<file path="src/rtl/magic_device_requester.sv">
// MMIO read requester for the magic randomizer device port: decodes a 32 KiB window,
// performs one device read per request and returns tagged responses through a FWFT FIFO.
module magic_device_requester #(
  parameter int                ADDR_W     = 32,
  parameter logic [ADDR_W-1:0] BASE_ADDR  = 32'h6000_0000,
  parameter int                ID_W       = 4,
  parameter int                FIFO_DEPTH = 2,
  parameter int                TIMEOUT    = 16
) (
  input  logic              clock,
  input  logic              reset,
  input  logic              req_valid,
  output logic              req_ready,
  input  logic [ADDR_W-1:0] req_addr,
  input  logic [ID_W-1:0]   req_id,
  output logic              resp_valid,
  input  logic              resp_ready,
  output logic [63:0]       resp_data,
  output logic [ID_W-1:0]   resp_id,
  output logic              resp_err,
  output logic [11:0]       read_select,
  output logic              read_ready,
  input  logic              read_valid,
  input  logic [63:0]       read_data,
  output logic [31:0]       rd_count,
  output logic [31:0]       err_count,
  output logic [1:0]        state_dbg
);

  localparam int PW = (FIFO_DEPTH > 1) ? $clog2(FIFO_DEPTH) : 1;
  localparam int CW = $clog2(FIFO_DEPTH + 1);
  localparam int TW = (TIMEOUT > 1) ? $clog2(TIMEOUT) : 1;

  typedef enum logic [1:0] {
    S_IDLE    = 2'd0,
    S_ISSUE   = 2'd1,
    S_CAPTURE = 2'd2,
    S_ERR     = 2'd3
  } state_t;

  state_t          state;
  logic [ID_W-1:0] id_q;
  logic [TW-1:0]   tmo_cnt;

  logic [63:0]           data_mem [FIFO_DEPTH];
  logic [ID_W-1:0]       id_mem   [FIFO_DEPTH];
  logic [FIFO_DEPTH-1:0] err_mem;
  logic [PW-1:0]         wr_ptr;
  logic [PW-1:0]         rd_ptr;
  logic [CW-1:0]         count;

  logic        fire;
  logic        pop;
  logic        push;
  logic        push_err;
  logic [63:0] push_data;
  logic        tmo_hit;

  logic [ADDR_W-1:0] off;
  logic              dec_err;
  logic [11:0]       dec_sel;

  // Both req and resp channels transfer exactly on a clock edge where valid && ready;
  // valid never waits on ready, and ready here depends only on registered state.
  assign fire = req_valid && req_ready;
  assign pop  = resp_valid && resp_ready;

  // BASE_ADDR is 32 KiB aligned, so off[2:0] equals the byte offset inside a word.
  assign off     = req_addr - BASE_ADDR;
  assign dec_err = (req_addr < BASE_ADDR) || (off[ADDR_W-1:15] != '0) || (off[2:0] != 3'd0);
  assign dec_sel = off[14:3];

  assign tmo_hit = (tmo_cnt == TW'(TIMEOUT - 1));

  function automatic logic [PW-1:0] ptr_inc(input logic [PW-1:0] p);
    return (p == PW'(FIFO_DEPTH - 1)) ? '0 : p + 1'b1;
  endfunction

  always_comb begin
    push      = 1'b0;
    push_err  = 1'b0;
    push_data = '0;
    case (state)
      S_CAPTURE: begin
        push      = 1'b1;
        push_data = read_data;
      end
      S_ERR: begin
        push     = 1'b1;
        push_err = 1'b1;
      end
      S_ISSUE: begin
        if (!read_valid && tmo_hit) begin
          push     = 1'b1;
          push_err = 1'b1;
        end
      end
      default: ;
    endcase
  end

  always_ff @(posedge clock) begin
    if (!reset) begin
      state       <= S_IDLE;
      read_ready  <= 1'b0;
      read_select <= '0;
      id_q        <= '0;
      tmo_cnt     <= '0;
      rd_count    <= '0;
      err_count   <= '0;
    end else begin
      case (state)
        S_IDLE: begin
          if (fire) begin
            id_q    <= req_id;
            tmo_cnt <= '0;
            if (dec_err) begin
              state <= S_ERR;
            end else begin
              state       <= S_ISSUE;
              read_ready  <= 1'b1;
              read_select <= dec_sel;
            end
          end
        end
        S_ISSUE: begin
          if (read_valid) begin
            state      <= S_CAPTURE;
            read_ready <= 1'b0;
          end else if (tmo_hit) begin
            state      <= S_IDLE;
            read_ready <= 1'b0;
            err_count  <= err_count + 32'd1;
          end else begin
            tmo_cnt <= tmo_cnt + 1'b1;
          end
        end
        S_CAPTURE: begin
          rd_count <= rd_count + 32'd1;
          state    <= S_IDLE;
        end
        S_ERR: begin
          err_count <= err_count + 32'd1;
          state     <= S_IDLE;
        end
        default: state <= S_IDLE;
      endcase
    end
  end

  // Storage carries no reset; only the pointers and count decide what is visible.
  always_ff @(posedge clock) begin
    if (push) begin
      data_mem[wr_ptr] <= push_data;
      id_mem[wr_ptr]   <= id_q;
      err_mem[wr_ptr]  <= push_err;
    end
  end

  always_ff @(posedge clock) begin
    if (!reset) begin
      wr_ptr <= '0;
      rd_ptr <= '0;
      count  <= '0;
    end else begin
      if (push) wr_ptr <= ptr_inc(wr_ptr);
      if (pop)  rd_ptr <= ptr_inc(rd_ptr);
      if (push && !pop)      count <= count + 1'b1;
      else if (!push && pop) count <= count - 1'b1;
    end
  end

  assign req_ready  = reset && (state == S_IDLE) && (count < CW'(FIFO_DEPTH));
  assign resp_valid = reset && (count != '0);
  assign resp_data  = resp_valid ? data_mem[rd_ptr] : '0;
  assign resp_id    = resp_valid ? id_mem[rd_ptr]   : '0;
  assign resp_err   = resp_valid ? err_mem[rd_ptr]  : 1'b0;
  assign state_dbg  = state;

endmodule

</file>
<file path="config.mk">
export PLATFORM = sky130hd
export DESIGN_NAME = magic_device_requester
export DESIGN_NICKNAME = d
export VERILOG_FILES = /design/src/rtl/magic_device_requester.sv
export SDC_FILE = /design/constraint.sdc
export NUM_CORES = 1
export LEC_CHECK = 0
export BUFFER_PORTS_ARGS = -buffer_cell sky130_fd_sc_hd__buf_4
export CORE_ASPECT_RATIO = 0.9
export CORE_UTILIZATION = 50
export CTS_BUF_LIST = sky130_fd_sc_hd__clkbuf_16
export DETAILED_ROUTE_END_ITERATION = 8
export HOLD_SLACK_MARGIN = 0.12
export PLACE_DENSITY = 0.84
export SYNTH_ARGS = -nofsm -noshare
export SYNTH_HDL_FRONTEND = slang
export SYNTH_SLANG_ARGS = --single-unit
export TNS_END_PERCENT = 1
</file>
<file path="constraint.sdc">
create_clock -name clock -period 6.3 [get_ports clock]
set_input_delay 1.26 -clock clock [delete_from_list [all_inputs] [get_ports clock]]
set_output_delay 1.26 -clock clock [all_outputs]
set_load 0.02 [all_outputs]
</file>
Word-level counts from Yosys, hierarchy flattened:

Memories as Yosys holds them, arrays and structs flattened. A register that Yosys moved wholly into a read port is not among the register bits.
Index checks and enable logic that the tools add are counted.

* output and inout port bits: 150
* input bits: 105
* RAM bits: 136
* memories: 2
* flip-flop bits (word level): 93
* word-level logic and storage cells: 104

* magnitude comparators: 5
* $add $sub $neg: 8
* equal/unequal tests: 10
* muxes and demuxes: 39
* bitwise logic cells: 1
* reduce and logical (&&, ||, !) cells: 28

Memories
* data_mem: depth 2, width 64, rd ports 1, clocked after Yosys merged registers in 1, write ports 1, RTL line 45 `logic [63:0] data_mem [FIFO_DEPTH];`
* id_mem: depth 2, width 4, rd ports 1, clocked after Yosys merged registers in 1, write ports 1, RTL line 46 `logic [ID_W-1:0] id_mem [FIFO_DEPTH];`

Operators with widths (number)
* $mux W64: 2
* $add A32 B1 Y32 const B: 2
* $mux W32: 2
* $pmux W32 S2: 1
* $lt A32 B31 Y1 const B: 1
* $sub A32 B31 Y32 const B: 1
* $mux W1: 17
* $reduce_bool A17 Y1: 1
* $mux W4: 4
* $mux W2: 6
* $ne A2 B2 Y1 const B: 5
* $logic_and A1 B1 Y1: 9
* $pmux W4 S2: 1
* $reduce_and A4 Y1: 2
* $reduce_bool A2 Y1: 4
* $pmux W1 S2: 3
* $pmux W2 S3: 1
* $reduce_and A3 Y1: 2
* $add A4 B1 Y4 const B: 1
* $eq A2 B2 Y1 const B: 2
* $eq A4 B4 Y1 const B: 1
* $lt A1 B2 Y1 const B: 2
* $reduce_and A2 Y1: 2
* $logic_not A1 Y1: 3
* other kinds (14): 16

Depth between registers and ports, before layout:

Gate-level depths: netlist of run 1.

* depth after elaboration: 8
* depth in mapped cells: 9
* depth with buffers taken out: 8

Least setup slack after synthesis of run 1:

No wires, ideal clock.

* path type: input -> register
* from: input read_valid
* to: memory data_mem[1][0], enable pin
* setup time: 0.506 ns
* slack: 0.922 ns
* arrival: 4.872 ns
* data required time: 5.794 ns
* cell stages on the path: 4
* path buffers: 1
* path through: and4b_1 -> buf_2 -> a21oi_1 -> nor2b_1

* cells in the longest elaborated chain, start to end: 6

RTL lines
* from (decl): RTL line 23 `input logic read_valid,`
* $logic_not A1 Y1: RTL line 93 `if (!read_valid && tmo_hit) begin`
* $logic_and A1 B1 Y1: RTL line 93
* $mux W1: RTL line 93
* $pmux W1 S2: RTL line 83 `case (state)`
* $mux W1: RTL line 153 `if (push) begin`
* $mux W1 (implied by the code): RTL line 154 `data_mem[wr_ptr] <= push_data;`
* to (decl): RTL line 45

No other way between the ends.

==> results of run 1 <==
metrics by stage:
stage	util (%)	area, um2	instances	hold slack [ps]
after floorplan	-	9930	877	425
after global placement	62.2	12000	1333	431
after detailed placement	62.2	12000	1333	440
after CTS	66.1	12800	1377	455
after global routing	66.1	12800	1378	465
final	66.1	12800	1378	456
placed cells by master, fill, tap and decap left out, drive strengths merged, types with 4 or more instances in the layout:
cell / instances
nand4: 32
nand3: 19
nor4: 9
nor2: 96
o31ai: 29
buf: 262
o211ai: 4
xnor2: 7
o21ai: 30
and4: 13
ha: 4
and3: 6
mux2i: 72
dfxtp: 92
xor2: 16
clkinv: 10
or4: 31
and2: 70
clkbuf: 25
or3: 16
inv: 16
nor2b: 4
a21oi: 63
edfxtp: 138
nand2: 38
logic make-up (layout without fill, tap and decap cells):
kind of cell / Yosys count / count (layout) / share of synthesized area, %
simple gates: 347 / 347 / 19.3
fa+ha+maj: 4 / 4 / 0.504
mux: 72 / 72 / 7.26
buf+inv: 66 / 316 / 2.65
flops: 230 / 230 / 60.3
other cells: 0 / 1 / 0
xor+xnor: 23 / 23 / 2.03
compound gates: 135 / 135 / 7.95
cell type report:
cell class | instances | area share (%)
clock buffer | 25 | 4.90
inverter | 10 | 0.294
multi-input combinational | 581 | 29.0
tap | 250 | 2.45
clock inverter | 19 | 1.04
sequential | 230 | 46.9
antenna | 1 | 0.0196
timing repair buffer | 262 | 15.4
worst paths after layout:
kind                            cells past startpoint  slack [ps]                        end               startpoint
worst max-delay path                                4        2550               resp_data[4]                     flop
worst max register to register                      5        3400  data_mem[0][17]$_DFFE_PP_  tmo_cnt[0]$_SDFFE_PN0P_
worst min-delay path                                0         460     id_mem[1][0]$_DFFE_PP_     id_q[0]$_SDFFE_PN0P_
worst min register to register                      0         460     id_mem[1][0]$_DFFE_PP_     id_q[0]$_SDFFE_PN0P_
power by group through the flow:
stage,Combinational [uW],Clock (uW),Sequential [uW]
final,341,1350,1660
after global routing,367,1440,1660
after CTS,344,1370,1660
after detailed placement,342,0,1690
after global placement,337,0,1690
after floorplan,202,0,1680
layer usage:
layer / wire length [um] / up-vias
met1: 9500 / 3719
met3: 1750 / 45
met4: 669 / 0
met2: 11300 / 270
met5: 0 / -
li1: - / 3715
registers in the layout, summed over array words and instances (netlist names), named ones only:
name,cells
read_ready,1
id_q,4
id_mem,8
count,2
read_select,12
tmo_cnt,4
rd_ptr,1
data_mem,128
err_mem,2
rd_count,32
wr_ptr,1
state_dbg,2
err_count,32
==> results.py, run 1 <==
metrics = {
    "status": {
        "status": "completed",
    },
    "synthesis": {
        "synthTopCellsByCount": "edfxtp_1 (138), nor2_1 (96), dfxtp_1 (92), mux2i_1 (72), and2_1 (69)",
        "postSynthNetCount": 986,
        "synth_ff_type": "edfxtp_1",
        "yosysWarnings": 0,
        "synthCells": 877,
        "synth.area.top_cells": "edfxtp_1 (42%), dfxtp_1 (19%), mux2i_1 (7.3%), and2_1 (4.3%), nor2_1 (3.6%)",
        "synth_top_area_share_pct": 41.7,
        "synth_top_area_cell": "edfxtp_1",
        "synth_edf_count": 138,
        "syn_area_per_cell_um2": 11.3,
        "synth-async-reset-ratio_pct": 0,
        "syn_area_um2": 9930,
        "seq_area_frac_synth_pct": 60.3,
        "synth_most_common_cell": "edfxtp_1",
        "synth_seq_cells": 230,
        "ys_types": 47,
    },
    "timing": {
        "clock.fmax_mhz": 267,
        "drv_slew": 0,
        "slew_headroom_pct": 25.6,
        "rsz0062_at_grt": "no",
        "setup_viol": 0,
        "fin_ws_ps": 2550,
        "tightest_slew_ps": 1110,
        "fin_skew_ps": 9.09,
        "hold_viol": 0,
        "min_period_ps": 3750,
        "setup_tns_ps": 0,
        "finalCritPeriodShare_pct": 59.5,
    },
    "global_route": {
        "gr-usage-met1_pct": 28.1,
        "grt_start_max_net_pins": 71,
        "grt-busiest-layer": "met2",
        "grt_pass1_wl_um": 35800,
        "use_met2_pct": 37.3,
        "gr-usage-all-layers_pct": 22.1,
        "grt_overflow": 0,
        "gr-usage-met3_pct": 5.02,
        "grt_pass1_vias": 7130,
        "antenna_found_initial": 1,
    },
    "power_and_ir_drop": {
        "powerDensity_nw_per_um2": 262,
        "internal_power_uw": 2570,
        "sequentialPowerShare_pct": 49.6,
        "switching_power_uw": 769,
        "netSwitchingFraction_pct": 23.0,
        "irDropWorstVdd_mv": 0.175,
        "pwr-share-clk_pct": 40.2,
        "p_leak_uw": 0.00479,
        "total_power_uw": 3340,
        "p_comb_share_pct": 10.2,
    },
    "worst_setup_path": {
        "cp_slowest_cell": "dfxtp_4",
        "required_ps": 5040,
        "worst-path-buf-inv": 2,
        "endpoint_kind": "primary output",
        "worstPathCellList": "buf_4 -> mux2i_1 -> nor2_1 -> buf_4",
        "max_stage_delay_ps": 680,
        "cp_top_family": "buffers and inverters",
        "arrival_ps": 2490,
        "critPathLaunchType": "flop",
        "crit_fanout": 39,
        "cpMostUsedCell": "buf_4",
        "crit_type": "flop to primary output",
    },
    "route": {
        "finalWirelength_um": 23300,
        "drc": 0,
        "vias": 7749,
        "vias_per_cell": 5.62,
        "final_antenna_net_count": 0,
        "firstDrtPassIters": 5,
        "avgRoutedWirePerCell_um": 16.9,
        "drtIter0Drc": 424,
    },
    "cells_and_area": {
        "areaGrowthSynthToFinish_pct": 28.7,
        "layout-drive-gt1-share_pct": 27.0,
        "seq_area_um2": 5990,
        "multi_input_area_um2": 3710,
        "fill_cells": 1451,
        "nets": 1218,
    },
    "clock_tree": {
        "postCtsHoldBufs": 0,
        "cts_resized": 0,
        "cts_inserted_buffers": 24,
        "cts_tree": "done",
        "htreeDepth": 1,
        "cts_max_path_buffers": 3,
        "clk_latency_ps": 500,
        "cts-root-buf": "clkbuf_16",
        "cts_sinks": 230,
        "post_cts.repair.setup_buffers": 0,
        "clk_pin_slew_worst_paths_ps": 60,
    },
    "floorplanning": {
        "die-area_um2": 20400,
        "fp.dieH_um": 136,
        "io_pins": 255,
        "die_w_um": 151,
        "start_util_pct": 51.3,
        "rows": 48,
        "coreArea_um2": 19300,
    },
    "placed_design": {
        "portBuffers": 254,
        "dp_slack_ps": 2550,
        "place_hpwl_um": 15600,
        "place_congestion": 0.843,
    },
    "run": {
        "maxCapViolCount": 0,
    },
    "worst_hold_path": {
        "hp-class": "flop to flop",
    },
}
Power figures use the tool's default switching activity.
==> inputs of run 2 (changes only) <==
- ABC_AREA: default -> 1
- PLACE_DENSITY: 0.84 -> 0.83
- clock period: 6.3 -> 3.45 ns (I/O delays scaled with it)
==> results.py, run 2 <==
metrics = {
    "cells_and_area": {
        "layout-drive-gt1-share_pct": 27.0,
        "layout_common_cells": "buf_4 (259), nand2_1 (220), nor2_1 (217)",
        "final_cells": 1736,
        "finalCoreUtilization_pct": 65.5,
        "largest_reg_flops": 128,
        "postLayoutCellArea_um2": 13600,
        "top_register": "data_mem",
        "reg_top3": "data_mem (128), err_count (32), rd_count (32)",
        "areaGrowthSynthToFinish_pct": 28.7,
        "final_common_cell": "buf_4",
        "diodes": 0,
        "nets": 1541,
    },
    "global_route": {
        "grt_pass1_wl_um": 41100,
        "gr-usage-all-layers_pct": 23.4,
        "grt_overflow": 0,
        "grt_pass1_vias": 8481,
        "antenna_found_initial": 0,
        "grt_start_max_net_pins": 72,
    },
    "synthesis": {
        "synth_top_area_cell": "edfxtp_1",
        "synth_ff_type": "edfxtp_1",
        "seq_area_frac_synth_pct": 56.7,
        "synth_most_common_cell": "nand2_1",
        "syn_area_um2": 10600,
        "synth-async-reset-ratio_pct": 0,
        "postSynthNetCount": 1286,
        "synth_top_area_share_pct": 39.2,
        "synthCells": 1177,
        "yosysWarnings": 0,
        "ys_types": 37,
        "synth.area.top_cells": "edfxtp_1 (39%), dfxtp_1 (17%), nand2_1 (7.9%), nor2_1 (7.8%), mux2_2 (7.2%)",
        "synth_edf_count": 138,
        "syn_area_per_cell_um2": 8.98,
        "synth_seq_cells": 230,
        "synthTopCellsByCount": "nand2_1 (221), nor2_1 (219), inv_1 (201), edfxtp_1 (138), dfxtp_1 (92)",
    },
    "placed_design": {
        "place_hpwl_um": 17600,
        "dp.cells": 1691,
        "dp_slack_ps": 1030,
        "portBuffers": 254,
        "dpl_cell_area_um2": 12800,
        "place_congestion": 0.905,
    },
    "power_and_ir_drop": {
        "p_leak_uw": 0.00627,
        "irDropWorstVdd_mv": 0.292,
        "powerDensity_nw_per_um2": 549,
    },
    "worst_setup_path": {
        "r2r-start": "tmo_cnt[0]$_SDFFE_PN0P_",
        "critPathLaunchType": "flop",
        "r2r_end": "count[1]$_SDFFE_PN0P_",
        "arrival_ps": 2170,
        "ff2ff_path_depth": 10,
        "required_ps": 2760,
        "max_stage_delay_ps": 690,
        "rrSetupSlack_ps": 1270,
        "crit_fanout": 22,
        "crit_type": "flop to primary output",
        "endpoint_kind": "primary output",
        "cp_slowest_cell": "dfxtp_2",
        "cpMostUsedCell": "buf_4",
        "worstPathCellList": "buf_4 -> mux2_2 -> nand2_1 -> inv_1 -> buf_4",
    },
    "clock_tree": {
        "cts_sinks": 230,
        "cts_inserted_buffers": 25,
        "post_cts.repair.setup_buffers": 0,
        "cts_resized": 0,
        "postCtsHoldBufs": 0,
        "cts-root-buf": "clkbuf_16",
        "clk_latency_ps": 520,
        "clk_pin_slew_worst_paths_ps": 60,
        "cts_max_path_buffers": 3,
        "htreeDepth": 1,
        "cts_tree": "done",
    },
    "route": {
        "firstDrtPassIters": 6,
        "drtIter0Drc": 631,
        "drc": 0,
        "finalWirelength_um": 25500,
        "final_antenna_net_count": 0,
        "avgRoutedWirePerCell_um": 14.7,
        "vias_per_cell": 4.95,
        "vias": 8598,
    },
    "timing": {
        "rsz0062_at_grt": "no",
        "fin_skew_ps": 7.97,
        "slew_headroom_pct": 50.4,
        "tightest_slew_ps": 744,
        "fin_ws_ps": 589,
        "setup_viol": 0,
        "finalCritPeriodShare_pct": 82.9,
        "hold_viol": 0,
        "clock.fmax_mhz": 350,
        "hold_ws_ps": 395,
        "min_period_ps": 2860,
        "drv_slew": 0,
    },
    "floorplanning": {
        "die-area_um2": 21700,
        "fp.dieH_um": 140,
        "coreArea_um2": 20800,
        "die_w_um": 155,
        "io_pins": 255,
        "rows": 50,
        "start_util_pct": 50.9,
    },
    "worst_hold_path": {
        "hp-class": "input port to flop",
        "whs_endpoint": "read_select[4]$_SDFFE_PN0P_",
        "hp-start": "req_addr[7]",
        "hold_depth": 3,
    },
    "run": {
        "maxCapViolCount": 0,
    },
    "status": {
        "status": "completed",
    },
}
==> run 2: worst max-delay path, delay by kind of cell, from the launching register on <==
| family | cells | cell delay [ps] |
|---|---|---|
| flops | 1 | 690 |
| buf+inv | 3 | 510 |
| mux | 1 | 350 |
| simple gates | 1 | 90 |
==> run 2: worst max path at each step <==
stage,start,end,slack (ps),cells after the start
6_report,flop,resp_data[14],590,5
5_1_grt,flop,resp_data[14],500,5
4_1_cts,flop,resp_data[14],560,5
3_5_place_dp,reset,req_ready,1030,5
3_3_place_gp,reset,req_ready,1040,5
2_1_floorplan,state_dbg[0]$_SDFFE_PN0P_,data_mem[0][0]$_DFFE_PP_,-960,6
==> run 2: cell families (layout without fill, tap and decap cells) <==
kind of cell | after synthesis | after routing | share of synthesized area (%)
AO/OA/AOI/OAI | 84 | 84 | 4.20
buffers and inverters | 240 | 513 | 8.81
AND/OR/NAND/NOR | 537 | 537 | 21.4
flip-flops | 230 | 230 | 56.7
multiplexers | 68 | 68 | 7.25
adder cells (fa/ha/maj) | 4 | 4 | 0.474
XOR/XNOR | 14 | 14 | 1.16
==> run 2: area by class of cell <==
class | count | area (um2)
Clock buffer | 26 | 651
Clock inverter | 19 | 121
Fill cell | 1644 | 7170
Inverter | 204 | 766
Multi-Input combinational cell | 707 | 3670
Sequential cell | 230 | 5990
Tap cell | 286 | 358
Timing Repair Buffer | 264 | 2040
==> run 2: through the flow <==
step	setup TNS (ps)	total power [uW]
after floorplan	-66130	4340
after global placement	0	4970
after detailed placement	0	5030
after CTS	0	7520
after global routing	0	7770
final	0	7470
==> run 2: report_power, final <==
group          internal [uW]  switching [uW]  total, uW
combinational            693            1020       1710
clock                   1440            1060       2500
sequential              3170            87.8       3250
==> run 2: per-layer routing <==
metal / up-vias / part of all wire [%] / wire length (um) / GRT usage [%]
met5: - / 0 / 0 / 0
met4: 0 / 2.4 / 617 / 6.19
met3: 53 / 7.0 / 1800 / 4.98
met2: 301 / 48 / 12300 / 40.8
met1: 3998 / 42 / 10700 / 29.3
li1: 4246 / - / - / -
